===== src/rtl/hazard_ctrl_if.sv =====
// Pipeline-side signal bundle for hazard_ctrl: register ids and hazard
// inputs in, stall/flush/forward controls and status out.
interface hazard_ctrl_if;
  logic [4:0]  rs1d, rs2d, rs1e, rs2e, rde, rdm, rdw;
  logic        regwritee, loade, regwritem, regwritew;
  logic        pcsrce, imem_ready, memaccessm, dmem_ready;
  logic        stallf, stalld, stalle, stallm;
  logic        flushd, flushe, flushw;
  logic [1:0]  forwardae, forwardbe;
  logic        mem_timeout;
  logic [31:0] stall_cnt, flush_cnt;

  modport master (
    output rs1d, rs2d, rs1e, rs2e, rde, rdm, rdw,
    output regwritee, loade, regwritem, regwritew,
    output pcsrce, imem_ready, memaccessm, dmem_ready,
    input  stallf, stalld, stalle, stallm, flushd, flushe, flushw,
    input  forwardae, forwardbe, mem_timeout, stall_cnt, flush_cnt
  );

  modport slave (
    input  rs1d, rs2d, rs1e, rs2e, rde, rdm, rdw,
    input  regwritee, loade, regwritem, regwritew,
    input  pcsrce, imem_ready, memaccessm, dmem_ready,
    output stallf, stalld, stalle, stallm, flushd, flushe, flushw,
    output forwardae, forwardbe, mem_timeout, stall_cnt, flush_cnt
  );
endinterface


===== src/rtl/hazard_ctrl.sv =====
// Five-stage pipeline hazard unit: stalls, flushes, EX forwarding, reset purge,
// dmem-wait freeze with sticky timeout. Optional perf counters: HAZARD_PERF_EN.
module hazard_ctrl #(
  parameter int INIT_CYCLES = 2,
  parameter int MAX_WAIT    = 16
) (
  input logic         clk,
  input logic         rst,
  hazard_ctrl_if.slave hz
);

  localparam int IW = $clog2(INIT_CYCLES + 1);
  localparam int WW = $clog2(MAX_WAIT + 1);

  typedef enum logic [1:0] {INIT, RUN, DWAIT} state_t;

  state_t        state_reg, state_next;
  logic [IW-1:0] init_cnt_reg, init_cnt_next;
  logic [WW-1:0] wait_cnt_reg, wait_cnt_next;
  logic          timeout_reg, timeout_next;

  logic stallf, stalld, stalle, stallm, flushd, flushe, flushw;
  logic [1:0] forwardae, forwardbe;
  logic dwait, lwstall, branch_flush;

  function automatic logic [1:0] fwd_sel(input logic [4:0] rs,
                                         input logic wm, input logic [4:0] rm,
                                         input logic ww, input logic [4:0] rw);
    if (wm && rm != 5'd0 && rm == rs)      return 2'b10;
    else if (ww && rw != 5'd0 && rw == rs) return 2'b01;
    else                                   return 2'b00;
  endfunction

  assign dwait   = hz.memaccessm & ~hz.dmem_ready;
  assign lwstall = hz.loade & hz.regwritee & (hz.rde != 5'd0) &
                   ((hz.rde == hz.rs1d) | (hz.rde == hz.rs2d));

  always_ff @(posedge clk or posedge rst) begin
    if (rst) begin
      state_reg    <= INIT;
      init_cnt_reg <= '0;
      wait_cnt_reg <= '0;
      timeout_reg  <= 1'b0;
    end else begin
      state_reg    <= state_next;
      init_cnt_reg <= init_cnt_next;
      wait_cnt_reg <= wait_cnt_next;
      timeout_reg  <= timeout_next;
    end
  end

  always_comb begin
    state_next    = state_reg;
    init_cnt_next = init_cnt_reg;
    wait_cnt_next = wait_cnt_reg;
    stallf = 1'b0; stalld = 1'b0; stalle = 1'b0; stallm = 1'b0;
    flushd = 1'b0; flushe = 1'b0; flushw = 1'b0;
    forwardae    = 2'b00;
    forwardbe    = 2'b00;
    branch_flush = 1'b0;

    case (state_reg)
      INIT: begin
        stallf = 1'b1; flushd = 1'b1; flushe = 1'b1; flushw = 1'b1;
        if (init_cnt_reg == IW'(INIT_CYCLES - 1)) state_next = RUN;
        else                                      init_cnt_next = init_cnt_reg + 1'b1;
      end
      default: begin
        forwardae = fwd_sel(hz.rs1e, hz.regwritem, hz.rdm, hz.regwritew, hz.rdw);
        forwardbe = fwd_sel(hz.rs2e, hz.regwritem, hz.rdm, hz.regwritew, hz.rdw);
        // A memory wait freezes everything; the branch in E resolves after release.
        if (dwait) begin
          stallf = 1'b1; stalld = 1'b1; stalle = 1'b1; stallm = 1'b1;
          flushw = 1'b1;
        end else if (hz.pcsrce) begin
          flushd = 1'b1; flushe = 1'b1;
          branch_flush = 1'b1;
        end else if (lwstall) begin
          stallf = 1'b1; stalld = 1'b1; flushe = 1'b1;
        end else if (!hz.imem_ready) begin
          stallf = 1'b1; flushd = 1'b1;
        end

        if (dwait) begin
          state_next = DWAIT;
          if (state_reg == RUN)                      wait_cnt_next = WW'(1);
          else if (wait_cnt_reg != WW'(MAX_WAIT))    wait_cnt_next = wait_cnt_reg + 1'b1;
        end else begin
          state_next    = RUN;
          wait_cnt_next = '0;
        end
      end
    endcase

    timeout_next = timeout_reg | (wait_cnt_next == WW'(MAX_WAIT));
  end

  assign hz.stallf      = stallf;
  assign hz.stalld      = stalld;
  assign hz.stalle      = stalle;
  assign hz.stallm      = stallm;
  assign hz.flushd      = flushd;
  assign hz.flushe      = flushe;
  assign hz.flushw      = flushw;
  assign hz.forwardae   = forwardae;
  assign hz.forwardbe   = forwardbe;
  assign hz.mem_timeout = timeout_reg;

`ifdef HAZARD_PERF_EN
  logic [31:0] stall_cnt_reg, flush_cnt_reg;

  always_ff @(posedge clk or posedge rst) begin
    if (rst) begin
      stall_cnt_reg <= '0;
      flush_cnt_reg <= '0;
    end else if (state_reg != INIT) begin
      if (stallf)       stall_cnt_reg <= stall_cnt_reg + 32'd1;
      if (branch_flush) flush_cnt_reg <= flush_cnt_reg + 32'd1;
    end
  end

  assign hz.stall_cnt = stall_cnt_reg;
  assign hz.flush_cnt = flush_cnt_reg;
`else
  assign hz.stall_cnt = 32'd0;
  assign hz.flush_cnt = 32'd0;
`endif

endmodule


===== src/flat_wrapper.sv =====
// flat-port wrapper written by rule: the top's interface ports become plain ports
module hazard_ctrl_flat 
#(
  parameter int INIT_CYCLES = 2,
  parameter int MAX_WAIT    = 16
)
  (clk, rst, hz_rs1d, hz_rs2d, hz_rs1e, hz_rs2e, hz_rde, hz_rdm, hz_rdw, hz_regwritee, hz_loade, hz_regwritem, hz_regwritew, hz_pcsrce, hz_imem_ready, hz_memaccessm, hz_dmem_ready, hz_stallf, hz_stalld, hz_stalle, hz_stallm, hz_flushd, hz_flushe, hz_flushw, hz_forwardae, hz_forwardbe, hz_mem_timeout, hz_stall_cnt, hz_flush_cnt);
  hazard_ctrl_if hz_i ();
  input logic clk;
  input logic rst;
  input wire logic [$bits(hz_i.rs1d)-1:0] hz_rs1d;
  input wire logic [$bits(hz_i.rs2d)-1:0] hz_rs2d;
  input wire logic [$bits(hz_i.rs1e)-1:0] hz_rs1e;
  input wire logic [$bits(hz_i.rs2e)-1:0] hz_rs2e;
  input wire logic [$bits(hz_i.rde)-1:0] hz_rde;
  input wire logic [$bits(hz_i.rdm)-1:0] hz_rdm;
  input wire logic [$bits(hz_i.rdw)-1:0] hz_rdw;
  input wire logic [$bits(hz_i.regwritee)-1:0] hz_regwritee;
  input wire logic [$bits(hz_i.loade)-1:0] hz_loade;
  input wire logic [$bits(hz_i.regwritem)-1:0] hz_regwritem;
  input wire logic [$bits(hz_i.regwritew)-1:0] hz_regwritew;
  input wire logic [$bits(hz_i.pcsrce)-1:0] hz_pcsrce;
  input wire logic [$bits(hz_i.imem_ready)-1:0] hz_imem_ready;
  input wire logic [$bits(hz_i.memaccessm)-1:0] hz_memaccessm;
  input wire logic [$bits(hz_i.dmem_ready)-1:0] hz_dmem_ready;
  output wire logic [$bits(hz_i.stallf)-1:0] hz_stallf;
  output wire logic [$bits(hz_i.stalld)-1:0] hz_stalld;
  output wire logic [$bits(hz_i.stalle)-1:0] hz_stalle;
  output wire logic [$bits(hz_i.stallm)-1:0] hz_stallm;
  output wire logic [$bits(hz_i.flushd)-1:0] hz_flushd;
  output wire logic [$bits(hz_i.flushe)-1:0] hz_flushe;
  output wire logic [$bits(hz_i.flushw)-1:0] hz_flushw;
  output wire logic [$bits(hz_i.forwardae)-1:0] hz_forwardae;
  output wire logic [$bits(hz_i.forwardbe)-1:0] hz_forwardbe;
  output wire logic [$bits(hz_i.mem_timeout)-1:0] hz_mem_timeout;
  output wire logic [$bits(hz_i.stall_cnt)-1:0] hz_stall_cnt;
  output wire logic [$bits(hz_i.flush_cnt)-1:0] hz_flush_cnt;
  assign hz_i.rs1d = hz_rs1d;
  assign hz_i.rs2d = hz_rs2d;
  assign hz_i.rs1e = hz_rs1e;
  assign hz_i.rs2e = hz_rs2e;
  assign hz_i.rde = hz_rde;
  assign hz_i.rdm = hz_rdm;
  assign hz_i.rdw = hz_rdw;
  assign hz_i.regwritee = hz_regwritee;
  assign hz_i.loade = hz_loade;
  assign hz_i.regwritem = hz_regwritem;
  assign hz_i.regwritew = hz_regwritew;
  assign hz_i.pcsrce = hz_pcsrce;
  assign hz_i.imem_ready = hz_imem_ready;
  assign hz_i.memaccessm = hz_memaccessm;
  assign hz_i.dmem_ready = hz_dmem_ready;
  assign hz_stallf = hz_i.stallf;
  assign hz_stalld = hz_i.stalld;
  assign hz_stalle = hz_i.stalle;
  assign hz_stallm = hz_i.stallm;
  assign hz_flushd = hz_i.flushd;
  assign hz_flushe = hz_i.flushe;
  assign hz_flushw = hz_i.flushw;
  assign hz_forwardae = hz_i.forwardae;
  assign hz_forwardbe = hz_i.forwardbe;
  assign hz_mem_timeout = hz_i.mem_timeout;
  assign hz_stall_cnt = hz_i.stall_cnt;
  assign hz_flush_cnt = hz_i.flush_cnt;
  hazard_ctrl #(.INIT_CYCLES(INIT_CYCLES), .MAX_WAIT(MAX_WAIT)) u_core (.clk(clk), .rst(rst), .hz(hz_i));
endmodule

===== config.mk =====
export PLATFORM = sky130hd
export DESIGN_NAME = hazard_ctrl_flat
export DESIGN_NICKNAME = d
export VERILOG_FILES = /design/src/rtl/hazard_ctrl_if.sv /design/src/rtl/hazard_ctrl.sv /design/src/flat_wrapper.sv
export SDC_FILE = /design/constraint.sdc
export NUM_CORES = 1
export LEC_CHECK = 0
export ABC_CLOCK_PERIOD_IN_PS = 5100
export CORE_ASPECT_RATIO = 2
export CORE_MARGIN = 1.5
export CORE_UTILIZATION = 35
export DETAILED_ROUTE_END_ITERATION = 6
export PLACE_DENSITY = 0.89
export SYNTH_ARGS = -nofsm -noshare
export SYNTH_HDL_FRONTEND = slang
export SYNTH_SLANG_ARGS = --single-unit
export TNS_END_PERCENT = 20

===== constraint.sdc =====
create_clock -name clk -period 5.1 [get_ports clk]
set_input_delay 1.53 -clock clk [delete_from_list [all_inputs] [get_ports clk]]
set_output_delay 1.53 -clock clk [all_outputs]
set_load 0.01 [all_outputs]

Yosys cells after proc, flatten, opt, wreduce, memory -nomap -nowiden
Index checks and enable logic that the tools add are counted.

operators by class
  add/subtract/negate cells = 2
  equality and inequality tests = 11
  muxes and demuxes = 32
  bitwise operators = 8
  reductions and logical operators = 11

operator list
  kind                   number
  $eq A5 B5 Y1           6
  $mux W1                21
  $mux W5                4
  $reduce_bool A5 Y1     3
  $mux W2                7
  $logic_and A1 B1 Y1    6
  $add A5 B1 Y5 const B  1
  $eq A5 B5 Y1 const B   1
  $ne A5 B5 Y1 const B   1
  $and A1 B1 Y1          4
  $eq A2 B1 Y1 const B   2
  $add A2 B1 Y2 const B  1
  $logic_not A2 Y1       1
  $ne A2 B1 Y1 const B   1
  $not A1 Y1             2
  $or A1 B1 Y1           2
  $reduce_and A2 Y1      1

word-level totals
  register bits after elaboration = 10
  input bits = 45
  output and inout port bits = 76
  logic and storage cells = 68

Longest topological paths before layout
  depth after elaboration = 7
  mapped depth = 7
  depth with buffers taken out = 7

Worst setup path after synthesis
Ideal clock, no wire load.

  path type = input-to-output
  start point = input port hz_rdm[0]
  end point = output port hz_forwardae[0]
  arrival time = 2,678 ps
  required time = 3,570 ps
  setup slack = 892 ps
  stages on the path = 4
  path through = or4_1 > o21ai_2 > nor3_1 > nor4_2

on the way
  word-level cells in the longest chain between the ends = 5
  elaborated cells on any way between the ends = 6

RTL lines
  element                RTL line            text
  from (decl)            flat_wrapper.sv:16  input wire logic [$bits(hz_i.rdm)-1:0] hz_rdm;
  $reduce_bool A5 Y1     hazard_ctrl.sv:29   if (wm && rm != 5'd0 && rm == rs) return 2'b10;
  $logic_and A1 B1 Y1    hazard_ctrl.sv:29
  $logic_and A1 B1 Y1 *  hazard_ctrl.sv:29
  $mux W2 *              hazard_ctrl.sv:29
  $mux W2 *              hazard_ctrl.sv:62   case (state_reg)
  to (decl)              flat_wrapper.sv:33  output wire logic [$bits(hz_i.forwardae)-1:0] hz_forwardae;

Every way passes the cells marked *; elsewhere a longest branch is shown, timed or not.

Worst setup path in the final report
  start point = input port hz_rde[0]
  end point = output port hz_stallf

on the way
  word-level cells in the longest chain between the ends = 7
  elaborated cells on any way between the ends = 10

RTL lines
  element                                                    RTL line                              text
  from (decl)                                                flat_wrapper.sv:15                    input wire logic [$bits(hz_i.rde)-1:0] hz_rde;
  $eq A5 B5 Y1 / $reduce_bool A5 Y1 (equally long branches)  hazard_ctrl.sv:36, hazard_ctrl.sv:35
  $or A1 B1 Y1 / $and A1 B1 Y1 (equally long branches)       hazard_ctrl.sv:36, hazard_ctrl.sv:35
  $and A1 B1 Y1 *                                            hazard_ctrl.sv:35                     assign lwstall = hz.loade & hz.regwritee & (hz.rde != 5'd0) &
  $mux W1 *                                                  hazard_ctrl.sv:78                     end else if (lwstall) begin
  $mux W1 *                                                  hazard_ctrl.sv:75                     end else if (hz.pcsrce) begin
  $mux W1 *                                                  hazard_ctrl.sv:72                     if (dwait) begin
  $mux W1 *                                                  hazard_ctrl.sv:62
  to (decl)                                                  flat_wrapper.sv:26                    output wire logic [$bits(hz_i.stallf)-1:0] hz_stallf;

Marked as above.

==> metrics.csv <==
metric,value,unit
status,finished clean,
cp_max_fo,3,
syn_to_final_growth,34.0,%
antenna_found_initial,0,
post-route-min-period,5.04,ns
leakagePower,0.000906,uW
placed_cell_area,1920,um2
vias_per_cell,4.43,
placementRows,33,
crit_path_start,hz_rde[0],
ys_seq_area_frac,0.169,
clk-insertion-delay-late,0.25,ns
place_congestion,0.810,
rr_worst_depth,7,
cp_cell_sequence,"clkdlybuf4s50_1, or3_1, o311a_1, a21boi_0, o21bai_1, clkdlybuf4s50_1",
largest_reg_flops,5,
finalHoldViolations,0,
io_buffers,56,
relSlewSlack,0.671,
grt_pass1_wl,5260,um
p_per_area,221,nW/um2
timing.rr.end,u_core.hz.mem_timeout$_DFF_PP0_,
grt.met3_usage,0.0285,
maxCapViolCount,0,
start_util,0.362,
avgRoutedWirePerCell,11.8,um
dieArea,4660,um2
hp-class,reg2reg,
slowest_stage,clkdlybuf4s50_1,
path_clk_slew,0.05,ns
crit_path_end_kind,output port,
path_class,in2out,
mostFrequentLayoutCells,"64 x conb_1, 53 x clkdlybuf4s50_1, 20 x xnor2_1, 11 x xor2_1, 10 x dfrtp_1",
cp_top_family,buffers and inverters,
crit_path_max_incr_delay,0.48,ns
clock-sinks,10,
syn_inst,180,
totalWireLength,3510,um
r2r_slack,3.27,ns
grt_pass1_vias,1270,
vdd_ir_drop_max,0.000186,V
clock_skew,0.00208,ns
drc,0,
cts_made_buffers,3,
fin_tns_setup,0,ns
start_kind,input pin,
h-tree-depth,1,
gr-usage-all-layers,0.150,
synth_area_per_cell,8.23,um2
cp_num_cells,6,
cts-root-buf,clkbuf_8,
worstMarginPinSlew,0.487,ns
cts_buffer_depth,2,
crit_top_cell,clkdlybuf4s50_1,
fmaxAchievable,0.198,GHz
setup_viol,0,
core,4090,um2
dr.first_iter.drc_count,11,
endpoint,hz_stallf,
yosysWarnings,0,
rsz0062_at_grt,false,
pin_count,121,
drive_gt1_frac,0.0772,
rr_startpoint,u_core.wait_cnt_reg[0]$_DFF_PP0_,
synth_area,1480,um2
layout.nets,295,
min_period_over_period,0.988,
utilization,0.485,
cts_tree,done,
ys_ff_latch,10,
gr-total-overflow,0,
dp_hpwl,3070,um
final-max-slew-violation-count,0,
layout_commonest_cell,conb_1,
stdcell_area,1980,um2
synth_cell_type_count,37,
path_buf_inv,2,
die_w,49.0,um
grt-busiest-layer,met2,
crit_required,3.57,ns
cp_data_arrival_time,3.51,ns
met1_usage,0.109,
grt_max_degree,11,
antenna_cells,0,
vias,1319,
drt_first_pass_iters,4,
use_met2,0.321,
ant_nets,0,
fp.dieH,95.0,um
==> worst reg2reg max path, cell delays in order, from the launching register on <==
cell and delay, ns:
dfrtp_1 0.42, inv_1 0.07, ha_1 0.19, nor4bb_1 0.15
or4b_1 0.49, o211ai_2 0.10, nor2_1 0.06, a41o_1 0.24
==> how the worst min path moves through the flow <==
stage	start	end	slack [ns]	cells after the start
2_1_floorplan	u_core.init_cnt_reg[0]$_DFFE_PP0P_	u_core.init_cnt_reg[0]$_DFFE_PP0P_	0.45	1
3_5_place_dp	u_core.hz.mem_timeout$_DFF_PP0_	u_core.hz.mem_timeout$_DFF_PP0_	0.47	1
4_1_cts	u_core.hz.mem_timeout$_DFF_PP0_	u_core.hz.mem_timeout$_DFF_PP0_	0.48	1
3_3_place_gp	u_core.init_cnt_reg[0]$_DFFE_PP0P_	u_core.init_cnt_reg[0]$_DFFE_PP0P_	0.46	1
5_1_grt	u_core.init_cnt_reg[0]$_DFFE_PP0P_	u_core.init_cnt_reg[0]$_DFFE_PP0P_	0.51	1
6_report	u_core.hz.mem_timeout$_DFF_PP0_	u_core.hz.mem_timeout$_DFF_PP0_	0.47	1
==> stage by stage <==
step                      hold WS [ns]  cells  worst slack, ns  power [uW]
after global placement           0.461    294           -0.136         330
after CTS                        0.482    298           0.0652         442
after detailed placement         0.471    294           -0.152         338
after floorplan                  0.448    243            0.892         267
final                            0.474    298           0.0591         439
after global routing             0.505    298           0.0162         469
==> layer usage <==
metal	wire [um]	share of wire
met1	994	0.28
met2	2020	0.58
met3	330	0.094
met4	163	0.046
met5	0	0
==> cells by family after synthesis <==
| group | share of synthesized area |
|---|---|
| AO/OA/AOI/OAI | 0.0971 |
| adder cells (fa/ha/maj) | 0.0253 |
| AND/OR/NAND/NOR | 0.160 |
| buffers and inverters | 0.350 |
| other | 0.00253 |
| multiplexers | 0.0135 |
| flip-flops | 0.169 |
| XOR/XNOR | 0.183 |
==> timing repair <==
| item | 4_1_cts | 5_1_grt |
|---|---|---|
| endpoints found under the hold margin | 0 | 0 |
| gates resized for setup | 3 | 2 |
| endpoints found under the setup margin | 2 | 2 |
| buffers inserted | 0 | 0 |
| hold buffers | 0 | 0 |
==> synth_stat cells <==
master     n  area [um2]
nor3_1     2        10.0
o22a_1     1        8.76
dfrtp_1   10         250
nor4_2     2        25.0
nand3b_1   1        7.51
a21boi_0   1        7.51
or4b_1     1        10.0
a31oi_1    1        6.26
conb_1     1        3.75
ha_1       3        37.5
o22ai_1    1        6.26
xnor2_1   20         175
nor4bb_1   1        10.0
nor2b_1    2        12.5
a31o_2     1        8.76
o31ai_1    1        7.51
o211ai_1   1        7.51
o311a_1    1        10.0
or3_1      2        12.5
nand2b_1   2        12.5
nand3_1    7        35.0
o31a_1     2        17.5
or4_1      4        30.0
or2_2      1        6.26
inv_1      8        30.0
o21ai_0    3        15.0
o21ai_2    1        8.76
nand2_1    7        26.3
o21bai_1   1        7.51
nor4_1     2        12.5
nor2_1     7        26.3
a21oi_1    2        10.0
o211ai_2   1        12.5
xor2_1    11        96.3
a41o_1     1        10.0
mux2i_1    2        20.0
buf_4     65         488
==> final cells by class <==
type	count	area (um2)
Fill cell	379	2100
Inverter	8	30.0
Sequential cell	10	250
Timing Repair Buffer	64	621
Multi-Input combinational cell	160	963
Clock buffer	4	55.1
Tap cell	52	65.1
==> where the power goes <==
part           total (uW)  switching [uW]  internal, uW
registers             110            13.7          96.6
logic                 227             116           111
clock network         102            34.1          68.1
total                 439             164           275
Power figures use the tool's default switching activity.
